<file path="src/rtl/nco_dac_pkg.sv">
// Shared constants, FSM state type and sample conversion for the NCO -> SPI DAC path.
package nco_dac_pkg;

    localparam int         FRAME_W       = 24;
    localparam logic [3:0] DAC_CMD_WRUPD = 4'b0011;

    typedef enum logic [1:0] {
        ST_IDLE,
        ST_SHIFT,
        ST_GAP
    } state_t;

    // Two's complement to offset binary: flipping the sign bit maps -2048..2047 onto 0..4095.
    function automatic logic [11:0] to_offset_bin(input logic [11:0] s);
        return {~s[11], s[10:0]};
    endfunction

endpackage

</file>
<file path="src/rtl/nco_dac_spi_tx_sync_fifo.sv">
// Small synchronous FIFO with extra-MSB pointers; push and pop may occur together, even when full.
module sync_fifo #(
    parameter int WIDTH = 12,
    parameter int AW    = 2
) (
    input  logic             clk,
    input  logic             reset_n,
    input  logic             push,
    input  logic [WIDTH-1:0] wdata,
    input  logic             pop,
    output logic [WIDTH-1:0] rdata,
    output logic             full,
    output logic             empty
);

    logic [WIDTH-1:0] mem [2**AW];
    logic [AW:0]      wptr;
    logic [AW:0]      rptr;

    assign empty = (wptr == rptr);
    assign full  = (wptr[AW] != rptr[AW]) && (wptr[AW-1:0] == rptr[AW-1:0]);
    assign rdata = mem[rptr[AW-1:0]];

    // Pointer update; the caller only pops when non-empty and only pushes when there is room.
    always_ff @(posedge clk) begin
        if (!reset_n) begin
            wptr <= '0;
            rptr <= '0;
        end else begin
            if (push) wptr <= wptr + 1'b1;
            if (pop)  rptr <= rptr + 1'b1;
        end
    end

    // Storage needs no reset: a slot is only read after it has been written.
    always_ff @(posedge clk) begin
        if (push) mem[wptr[AW-1:0]] <= wdata;
    end

endmodule

</file>
<file path="src/rtl/nco_dac_spi_tx.sv">
// Buffers NCO samples and sends each one as a 24-bit SPI mode-0 write/update frame to a serial DAC.
module nco_dac_spi_tx
    import nco_dac_pkg::*;
#(
    parameter int         DATA_W   = 12,
    parameter int         CLK_DIV  = 4,
    parameter int         GAP_CYC  = 3,
    parameter int         FIFO_AW  = 2,
    parameter logic [3:0] DAC_ADDR = 4'h0
) (
    input  logic              clk,
    input  logic              reset_n,
    input  logic              in_valid,
    input  logic [DATA_W-1:0] in_data,
    input  logic              clr_ovf,
    output logic              dac_sclk,
    output logic              dac_cs_n,
    output logic              dac_sdi,
    output logic              busy,
    output logic              overflow,
    output logic              frame_done
);

    localparam int DIV_W = (CLK_DIV > 1) ? $clog2(CLK_DIV) : 1;
    localparam int GAP_W = (GAP_CYC > 1) ? $clog2(GAP_CYC) : 1;

    state_t             state, state_nxt;
    logic [DIV_W-1:0]   div, div_nxt;
    logic [GAP_W-1:0]   gcnt, gcnt_nxt;
    logic [4:0]         bitc, bitc_nxt;
    logic [FRAME_W-2:0] shreg, shreg_nxt;   // bits still to send after the one on sdi
    logic               sclk_nxt, cs_n_nxt, sdi_nxt, done_nxt, ovf_nxt;

    logic               pop, push, drop, full, empty;
    logic [DATA_W-1:0]  fifo_wdata, fifo_rdata;
    logic [FRAME_W-1:0] frame;

    assign fifo_wdata = to_offset_bin(in_data);
    assign frame      = {DAC_CMD_WRUPD, DAC_ADDR, fifo_rdata[11:0], 4'b0000};

    // A full FIFO still accepts a sample when the head leaves in the same cycle.
    assign push = in_valid && (!full || pop);
    assign drop = in_valid && full && !pop;
    assign busy = (state != ST_IDLE) || !empty;

    sync_fifo #(
        .WIDTH (DATA_W),
        .AW    (FIFO_AW)
    ) u_fifo (
        .clk     (clk),
        .reset_n (reset_n),
        .push    (push),
        .wdata   (fifo_wdata),
        .pop     (pop),
        .rdata   (fifo_rdata),
        .full    (full),
        .empty   (empty)
    );

    // State and SPI output registers; reset abandons any frame in flight.
    always_ff @(posedge clk) begin
        if (!reset_n) begin
            state      <= ST_IDLE;
            div        <= '0;
            gcnt       <= '0;
            bitc       <= '0;
            shreg      <= '0;
            dac_sclk   <= 1'b0;
            dac_cs_n   <= 1'b1;
            dac_sdi    <= 1'b0;
            frame_done <= 1'b0;
            overflow   <= 1'b0;
        end else begin
            state      <= state_nxt;
            div        <= div_nxt;
            gcnt       <= gcnt_nxt;
            bitc       <= bitc_nxt;
            shreg      <= shreg_nxt;
            dac_sclk   <= sclk_nxt;
            dac_cs_n   <= cs_n_nxt;
            dac_sdi    <= sdi_nxt;
            frame_done <= done_nxt;
            overflow   <= ovf_nxt;
        end
    end

    // Next-state logic: load on IDLE, shift on SCLK falling edges, hold cs_n high during GAP.
    always_comb begin
        state_nxt = state;
        div_nxt   = div;
        gcnt_nxt  = gcnt;
        bitc_nxt  = bitc;
        shreg_nxt = shreg;
        sclk_nxt  = dac_sclk;
        cs_n_nxt  = dac_cs_n;
        sdi_nxt   = dac_sdi;
        done_nxt  = 1'b0;
        pop       = 1'b0;
        // A drop sets the flag even when a clear is requested in the same cycle.
        ovf_nxt   = drop ? 1'b1 : (clr_ovf ? 1'b0 : overflow);

        case (state)
            ST_IDLE: begin
                if (!empty) begin
                    pop       = 1'b1;
                    shreg_nxt = frame[FRAME_W-2:0];
                    sdi_nxt   = frame[FRAME_W-1];
                    cs_n_nxt  = 1'b0;
                    sclk_nxt  = 1'b0;
                    div_nxt   = '0;
                    bitc_nxt  = '0;
                    state_nxt = ST_SHIFT;
                end
            end
            ST_SHIFT: begin
                if (div == DIV_W'(CLK_DIV - 1)) begin
                    div_nxt  = '0;
                    sclk_nxt = ~dac_sclk;
                    // Data only moves on the falling edge so the DAC sees it stable on the rise.
                    if (dac_sclk) begin
                        if (bitc == 5'(FRAME_W - 1)) begin
                            cs_n_nxt  = 1'b1;
                            sdi_nxt   = 1'b0;
                            done_nxt  = 1'b1;
                            gcnt_nxt  = '0;
                            state_nxt = ST_GAP;
                        end else begin
                            sdi_nxt   = shreg[FRAME_W-2];
                            shreg_nxt = {shreg[FRAME_W-3:0], 1'b0};
                            bitc_nxt  = bitc + 5'd1;
                        end
                    end
                end else begin
                    div_nxt = div + 1'b1;
                end
            end
            ST_GAP: begin
                if (gcnt == GAP_W'(GAP_CYC - 1)) state_nxt = ST_IDLE;
                else                             gcnt_nxt  = gcnt + 1'b1;
            end
            default: state_nxt = ST_IDLE;
        endcase
    end

endmodule

</file>
<file path="config.mk">
export PLATFORM = sky130hd
export DESIGN_NAME = nco_dac_spi_tx
export DESIGN_NICKNAME = d
export VERILOG_FILES = /design/src/rtl/nco_dac_pkg.sv /design/src/rtl/nco_dac_spi_tx_sync_fifo.sv /design/src/rtl/nco_dac_spi_tx.sv
export SDC_FILE = /design/constraint.sdc
export NUM_CORES = 1
export LEC_CHECK = 0
export ABC_AREA = 1
export CORE_MARGIN = 2
export CORE_UTILIZATION = 45
export DETAILED_ROUTE_END_ITERATION = 12
export GPL_ROUTABILITY_DRIVEN = 0
export PLACE_DENSITY = 0.7
export SYNTH_ARGS = -nofsm -noshare
export SYNTH_HDL_FRONTEND = slang
export SYNTH_SLANG_ARGS = --single-unit
export TNS_END_PERCENT = 1
</file>
<file path="constraint.sdc">
create_clock -name clk -period 1.9 [get_ports clk]
set_clock_uncertainty 0.15 [all_clocks]
set_input_delay 0.38 -clock clk [delete_from_list [all_inputs] [get_ports clk]]
set_output_delay 0.38 -clock clk [all_outputs]
set_load 0.1 [all_outputs]
</file>
## Word level (Yosys, flattened, before mapping)

Memories as Yosys holds them, arrays and structs flattened. A register that Yosys moved wholly into a read port is not among the register bits.
Index checks and enable logic that the tools add are counted.

- Eq/ne operators: 15
- Reduce and logical (&&, ||, !) cells: 22
- Multiplexer cells: 44
- Add/subtract/negate cells: 5
- Bitwise operators: 2

Operator list:

| cell | number |
|---|---|
| two-way mux 23 bit | 4 |
| case mux 23 bit (2 select lines) | 1 |
| two-way mux 2 bit | 13 |
| two-way mux 5 bit | 4 |
| AND reduction 5 bit | 4 |
| two-way mux 1 bit | 15 |
| inequality test 2 bit, second input constant | 7 |
| case mux 5 bit (2 select lines) | 1 |
| case mux 2 bit (2 select lines) | 2 |
| AND reduction 4 bit | 2 |
| nonzero test 2 bit | 4 |
| adder 3 x 1 -> 3 bit, second input constant | 2 |
| equality test 2 bit, second input constant | 3 |
| case mux 1 bit (2 select lines) | 3 |
| case mux 2 bit (3 select lines) | 1 |
| adder 5 x 1 -> 5 bit, second input constant | 1 |
| equality test 5 bit, second input constant | 1 |
| adder 2 x 1 -> 2 bit, second input constant | 2 |
| logical AND 1 bit | 4 |
| equality test 3 bit | 1 |
| logical NOT 1 bit | 3 |
| AND reduction 3 bit | 1 |
| equality test 2 x 1 -> 1 bit, second input constant | 1 |
| equality test 2 bit | 1 |
| 5 further kinds | 7 |

- Word-level logic and storage cells: 101
- Memories: 1
- Bits of input ports: 16
- Flip-flop bits (word level): 45
- Memory bits (writable): 48
- Output and inout port bits: 6

Memories:

| memory | depth | bits a word | rd ports | clocked after memory_dff | write ports | line | source |
|---|---|---|---|---|---|---|---|
| u_fifo.mem | 4 | 12 | 1 | 1 | 1 | nco_dac_spi_tx_sync_fifo.sv:16 | `logic [WIDTH-1:0] mem [2**AW];` |

## Longest topological paths before layout

Gate-level depths: netlist of the first run.

- Depth in word-level cells: 7
- Depth in mapped cells: 11
- Mapped depth without buffers: 11

## By module

From an unflattened synthesis of the first run, not the netlist that was laid out.

- Cells, all modules: 453
- Area total of the unflattened synthesis: 4105.2 um^2

By module, submodules not included:

| module | area each (um^2) | instances | seq. area each (um^2) | cells an instance |
|---|---|---|---|---|
| sync_fifo | 2403.6 | 1 | 1601.5 | 194 |
| nco_dac_spi_tx | 1701.6 | 1 | 700.7 | 259 |

## Worst setup path after synthesis of the first run

No wires, ideal clock.

- Path kind: register to register
- Start: register dac_sclk
- End: register shreg[5]
- Setup slack: -210 ps
- Cell stages (with the launch flop): 9
- Path buffers: 1
- Clock period less this slack: 2110 ps
- Data required time: 1637 ps
- Data arrival time: 1848 ps
- Cells stage by stage: dfxtp_1 > inv_1 > nand2_1 > nand2_2 > nor2_8 > nand2_4 > buf_4 > nor2_1 > nor2_1

- Cells in the longest elaborated chain, start to end: 2

RTL lines:

| element | line | source |
|---|---|---|
| start: declaration | nco_dac_spi_tx.sv:16 | `output logic dac_sclk,` |
| start signal: assignment | nco_dac_spi_tx.sv:79 | `dac_sclk <= sclk_nxt;` |
| inequality test 2 bit (no line) | n/a |  |
| AND reduction 5 bit (no line) | n/a |  |
| end signal: assignment | nco_dac_spi_tx.sv:78 | `shreg <= shreg_nxt;` |
| end: declaration | nco_dac_spi_tx.sv:31 | `logic [FRAME_W-2:0] shreg, shreg_nxt;` |

No other way between the ends.
A chain may end at the register's enable or synchronous reset.

## Worst setup path in the final report of the first run

- Start: register u_fifo.wptr[1]
- End: output port busy

- Cells in the longest elaborated chain, start to end: 3

RTL lines:

| element | line | source |
|---|---|---|
| start: declaration | nco_dac_spi_tx_sync_fifo.sv:17 | `logic [AW:0] wptr;` |
| start signal: assignment | nco_dac_spi_tx_sync_fifo.sv:30 | `if (push) wptr <= wptr + 1'b1;` |
| equality test 3 bit | nco_dac_spi_tx_sync_fifo.sv:20 | `assign empty = (wptr == rptr);` |
| logical NOT 1 bit | n/a |  |
| logical OR 1 bit | nco_dac_spi_tx.sv:44 | `assign busy = (state != ST_IDLE) \|\| !empty;` |
| end: declaration | nco_dac_spi_tx.sv:19 | `output logic busy,` |

No other way between the ends.

==> results of run 1 <==
-- worst reg2reg max path, cell delays in order, from the launching register on --
cell     delay [ns]
dfxtp_1        0.37
nor2_2         0.22
nor2_1         0.09
nand3_1        0.16
nand2_2        0.13
nor2_1         0.13
buf_4          0.22
-- layer usage --
layer	track usage, %	vias to the layer above	part of all wire, %
li1	-	1575	-
met2	28.4	42	48
met4	6.95	0	1.6
met1	23.2	1412	47
met3	2.55	12	2.6
met5	0	-	0
-- cell usage in the layout, fill, tap and decap left out, drive strengths merged --
master / Yosys / layout
nand2: 117 / 117
inv: 69 / 69
nor2: 53 / 53
edfxtp: 48 / 48
dfxtp: 43 / 43
nand3: 40 / 40
o21ai: 36 / 36
buf: 9 / 26
a21oi: 25 / 25
clkdlybuf4s50: 0 / 15
clkbuf: 8 / 9
ha: 8 / 8
clkinv: 2 / 5
nand4: 4 / 4
nor3: 3 / 3
xor2: 2 / 2
clkinvlp: 0 / 2
bufinv: 0 / 2
xnor2: 1 / 1
or2: 1 / 1
a31oi: 1 / 1
nand3b: 1 / 1
-- registers in the layout, summed over array words and instances, names as in the netlist, named ones only --
name / flops
bitc: 5
div: 2
overflow: 1
shreg: 19
dac_cs_n: 1
dac_sclk: 1
frame_done: 1
u_fifo.wptr: 3
gcnt: 2
u_fifo.rptr: 3
u_fifo.mem: 48
state: 2
dac_sdi: 1
-- power groups by stage --
stage	clock network [mW]	logic (mW)	registers, mW
floorplan	0	1.69	2.56
detailed placement	0	2.26	2.50
global route	1.53	2.73	2.50
global placement	0	2.19	2.49
finish	1.42	2.42	2.47
CTS	1.44	2.35	2.46
-- how the worst min path moves through the flow --
stage                                   endpoint  slack [ns]  depth (start not counted)
after floorplan           shreg[19]$_SDFFE_PN0P_        0.29                          2
after global placement    shreg[19]$_SDFFE_PN0P_        0.30                          2
after detailed placement    gcnt[0]$_SDFFE_PN0P_        0.30                          2
after CTS                   gcnt[0]$_SDFFE_PN0P_        0.32                          2
after global routing      shreg[22]$_SDFFE_PN0P_        0.35                          2
final                       gcnt[0]$_SDFFE_PN0P_        0.32                          2
-- cell families (layout without fill, tap and decap cells) --
| family | Yosys count | after routing | share of synthesized area [%] |
|---|---|---|---|
| AOI/OAI and AO/OA | 62 | 62 | 7.69 |
| xor gates and xnor gates | 3 | 3 | 0.649 |
| adders and majority gates | 8 | 8 | 2.47 |
| buffers and inverters | 88 | 128 | 8.93 |
| DFF | 91 | 91 | 56.9 |
| and+or+nand+nor | 219 | 219 | 23.4 |
-- layout make-up --
| type | instances | area share [%] |
|---|---|---|
| clock buffer | 9 | 2.58 |
| multi-input combinational | 292 | 29.8 |
| inverter | 71 | 5.56 |
| tap | 108 | 2.82 |
| timing repair buffer | 41 | 9.11 |
| sequential | 91 | 48.2 |
| clock inverter | 7 | 1.93 |
-- repair_timing --
| action | 4_1_cts | 5_1_grt |
|---|---|---|
| buffers inserted | 2 | 2 |
| cloned | 0 | 0 |
| pin swaps | 2 | 3 |
| hold endpoints to repair | 0 | 0 |
| gates resized for setup | 6 | 8 |
| setup endpoints to repair | 5 | 70 |
==> out/qor.yml, run 1 <==
critical_path:
  crit_path_end: "busy"
  cp-startpoint: "u_fifo.wptr[1]$_SDFFE_PN0P_"
  crit_slowest_cell: "dfxtp_2"
  cp.required_ns: 1.37
  path_class: "reg -> out"
  r2r_end: "u_fifo.mem[3][2]$_DFFE_PP_"
  crit_arrival_ns: 1.32
  ff2ff_path_depth: 6
  start_kind: "flip-flop"
  worst-path-buf-inv: 2
  path_cells: "inv_2, nand2_1, nand2_2, nand4_4, buf_12"
  r2r_slack_ns: 0.11
  critPathMaxStageDelay_ns: 0.36
  reg2reg_from: "state[1]$_SDFFE_PN0P_"
  end_kind: "output pin"
  cp_num_cells: 5
  cp_top_family: "flip-flops"
  critPathMaxFanout: 5
sta:
  period_minus_slack_ns: 1.85
  rsz0062_at_grt: "yes"
  relSlewSlack_pct: 74.7
  finalSetupTns_ns: 0
  setup_viol: 0
  worstMarginPinSlew_ns: 0.379
  slew_violations: 0
  finalCritPeriodShare_pct: 97.5
  finalHoldViolCount: 0
  clock.fmax_mhz: 540
  whs_ns: 0.320
  worst_slack_ns: 0.0473
layout:
  fin_util_pct: 55.0
  area_growth_pct: 18.4
  finalNonFillerCells: 619
  multi_input_area_um2: 1430
  regArea_um2: 2310
  fin_nets: 530
  layout-drive-gt1-share_pct: 11.9
  n_fill_cell: 765
  stdcell_area_um2: 4790
  antennaDiodeCount: 0
synthesis:
  ys_seq_area_share_pct: 56.9
  yosysWarnings: 0
  synth-seq-cells: 91
  synth_cell_type_count: 29
  avgSynthCellArea_um2: 8.60
  yosysMostFrequentCell: "nand2_1"
  syn_inst: 471
  synthTopCellsByCount: "nand2_1, inv_1, nor2_1"
  synth_top_area_cell: "edfxtp_1"
  netlist_area_um2: 4050
  syn_nets: 495
  netlist.area_leader.share_pct: 35.6
  synth_edf_count: 48
  synth_top_cells_by_area: "edfxtp_1, dfxtp_1, nand2_1, inv_1, nand3_1"
  synthArstFlopShare_pct: 0
  synth_ff_type: "edfxtp_1"
power_and_ir_drop:
  power_mw: 6.31
  clock_power_share_pct: 22.6
  switching_share_pct: 38.0
  leakage_nw: 2.02
  combPwrFrac_pct: 38.3
  switchingPower_mw: 2.40
  p_int_mw: 3.92
  power_frac_seq_pct: 39.2
  power_density_nw_per_um2: 1320
  ir_worst_vdd_uv: 521
place:
  placedInstanceArea_um2: 4490
  port_buffers: 21
  place_inst: 599
  place_ws_ns: 0.0175
  hpwl_mm: 5.41
cts:
  cts_hold_buf: 0
  cts_buffers: 9
  path_clk_slew_ns: 0.10
  cts-root-buf: "clkbuf_8"
  clk_latency_ns: 0.36
  cts_tree: "built"
  h-tree-depth: 3
  cts_buffer_depth: 2
  clock-sinks: 91
die:
  io_pins: 22
  core_area_um2: 8720
  die-width_um: 98.9
  die_h_um: 98.9
  row_count: 34
  start_util_pct: 46.4
  die-area_um2: 9770
route:
  num_vias: 3041
  remaining_drc_errors: 0
  wl_per_cell_um: 12.8
  routed_wl_mm: 7.90
  vias_per_cell: 4.91
  antenna_left: 0
  drt_first_pass_iters: 4
  drt_iter0_drc: 162
grt:
  grt_pass1_vias: 2963
  grt_max_degree: 32
  grtUsageTotal_pct: 17.3
  grt_overflow: 0
  grt_pass1_wl_mm: 13.6
  antenna_found_initial: 0
min_path:
  min_from: "gcnt[0]$_SDFFE_PN0P_"
  worstHoldPathType: "reg -> reg"
outcome:
  status: "completed"
flow_run:
  drv_cap: 0
(Power assumes the default switching activity.)
==> inputs of run 2 (changes only) <==
--- a/config.mk
+++ b/config.mk
@@ -10,7 +10,7 @@
 export CORE_UTILIZATION = 45
 export DETAILED_ROUTE_END_ITERATION = 12
 export GPL_ROUTABILITY_DRIVEN = 0
-export PLACE_DENSITY = 0.7
+export PLACE_DENSITY = 0.68
 export SYNTH_ARGS = -nofsm -noshare
 export SYNTH_HDL_FRONTEND = slang
 export SYNTH_SLANG_ARGS = --single-unit
==> constraint.sdc (replaced) <==
create_clock -name clk -period 2 [get_ports clk]
set_clock_uncertainty 0.15 [all_clocks]
set_input_delay 0.4 -clock clk [delete_from_list [all_inputs] [get_ports clk]]
set_output_delay 0.4 -clock clk [all_outputs]
set_load 0.1 [all_outputs]
==> out/qor.yml, run 2 (synthesis results as in run 1) <==
place:
  hpwl_mm: 5.15
  port_buffers: 21
  place_ws_ns: 0.0972
die:
  die_h_um: 98.9
  start_util_pct: 46.4
  io_pins: 22
  core_area_um2: 8720
  die-area_um2: 9770
  die-width_um: 98.9
  row_count: 34
power_and_ir_drop:
  leakage_nw: 2.00
  power_density_nw_per_um2: 1230
  ir_worst_vdd_uv: 705
cts:
  cts_tree: "built"
  cts_hold_buf: 0
  cts_buffer_depth: 2
  path_clk_slew_ns: 0.09
  cts-root-buf: "clkbuf_8"
  clk_latency_ns: 0.35
  cts_buffers: 9
  h-tree-depth: 3
  clock-sinks: 91
layout:
  largest_register_ff_count: 48
  multi_input_area_um2: 1410
  fin_nets: 527
  layout-drive-gt1-share_pct: 10.8
  final_cell_mix: "nand2_1, inv_1, nor2_1, edfxtp_1, nand3_1"
  fin_util_pct: 54.1
  antennaDiodeCount: 0
  regArea_um2: 2310
  n_fill_cell: 807
  area_growth_pct: 16.5
  final_common_cell: "nand2_1"
sta:
  rsz0062_at_grt: "no"
  clock.fmax_mhz: 526
  finalSetupTns_ns: 0
  worstMarginPinSlew_ns: 0.361
  slew_violations: 0
  period_minus_slack_ns: 1.90
  finalHoldViolCount: 0
  finalCritPeriodShare_pct: 95.1
  relSlewSlack_pct: 75.9
  worst_slack_ns: 0.0978
  whs_ns: 0.320
  setup_viol: 0
min_path:
  whs_path_depth: 2
  worstHoldPathType: "reg -> reg"
critical_path:
  cp_num_cells: 3
  critPathMaxStageDelay_ns: 0.37
  critPathMaxFanout: 5
  ff2ff_path_depth: 6
  cp.required_ns: 1.45
  cp_top_family: "flip-flops"
  path_cells: "xnor2_2, nand4_4, buf_12"
  worst-path-buf-inv: 1
  start_kind: "flip-flop"
  crit_slowest_cell: "dfxtp_2"
  end_kind: "output pin"
  path_class: "reg -> out"
  crit_arrival_ns: 1.35
grt:
  grt_pass1_vias: 2783
  antenna_found_initial: 0
  grt_max_degree: 32
  grtUsageTotal_pct: 16.0
  grt_overflow: 0
  grt_pass1_wl_mm: 12.5
flow_run:
  drv_cap: 0
route:
  num_vias: 2983
  antenna_left: 0
  routed_wl_mm: 7.26
  drt_first_pass_iters: 4
  vias_per_cell: 4.84
  drt_iter0_drc: 140
  remaining_drc_errors: 0
  wl_per_cell_um: 11.8
outcome:
  status: "completed"
## run 2: changes by cell type in the layout (fill, tap and decap cells not counted), sizes merged
| cell | previous run | this run |
|---|---|---|
| buf | 26 | 23 |
| clkinvlp | 2 | 0 |
| inv | 69 | 71 |
| bufinv | 2 | 1 |
| clkinv | 5 | 6 |
## run 2: per-layer routing
metal	vias up	global-route usage [%]	share of wire [%]
met4	0	5.69	1.5
met5	-	0	0
li1	1574	-	-
met2	45	25.4	47
met3	10	4.47	3.4
met1	1354	21.1	48
## run 2: worst min-delay path: stages (launching register included)
cell	delay [ns]
dfxtp_1	0.32
nand2_1	0.06
a21oi_1	0.05
## run 2: final timing paths
| kind | startpoint | end | slack (ns) |
|---|---|---|---|
| hold reg to reg | shreg[22]$_SDFFE_PN0P_ | shreg[22]$_SDFFE_PN0P_ | 0.32 |
| hold / removal | shreg[22]$_SDFFE_PN0P_ | shreg[22]$_SDFFE_PN0P_ | 0.32 |
| setup / recovery | u_fifo.wptr[0]$_SDFFE_PN0P_ | busy | 0.1 |
| setup reg to reg | u_fifo.wptr[0]$_SDFFE_PN0P_ | u_fifo.mem[3][1]$_DFFE_PP_ | 0.22 |
## run 2: power by group
part	switching, mW	total (mW)	internal (mW)	leakage (nW)
Sequential	0.123	2.32	2.20	0.795
Clock	0.651	1.24	0.588	0.103
Combinational	1.44	2.22	0.778	1.10
Total	2.22	5.79	3.57	2.00
## run 2: per-stage QoR
stage	std cells	power, mW	cell area, um2
2_1_floorplan	471	4.04	4050
3_3_place_gp	598	4.45	4470
3_5_place_dp	598	4.51	4470
4_1_cts	615	5.81	4700
5_1_grt	616	6.23	4720
6_report	616	5.79	4720
## run 2: repair_timing
action | CTS | global route
resized for setup | 2 | 7
gates cloned | 0 | 0
endpoints found under the hold margin | 0 | 0
buffers inserted | 1 | 1
pin swaps | 1 | 1
setup endpoints to repair | 1 | 53
## run 2: area by class of cell
type / instances / share of cell area, %
Clock buffer: 9 / 2.63
Clock inverter: 7 / 1.62
Multi-Input combinational cell: 292 / 29.9
Timing Repair Buffer: 38 / 8.44
Sequential cell: 91 / 48.9
Tap cell: 108 / 2.86
Inverter: 71 / 5.65
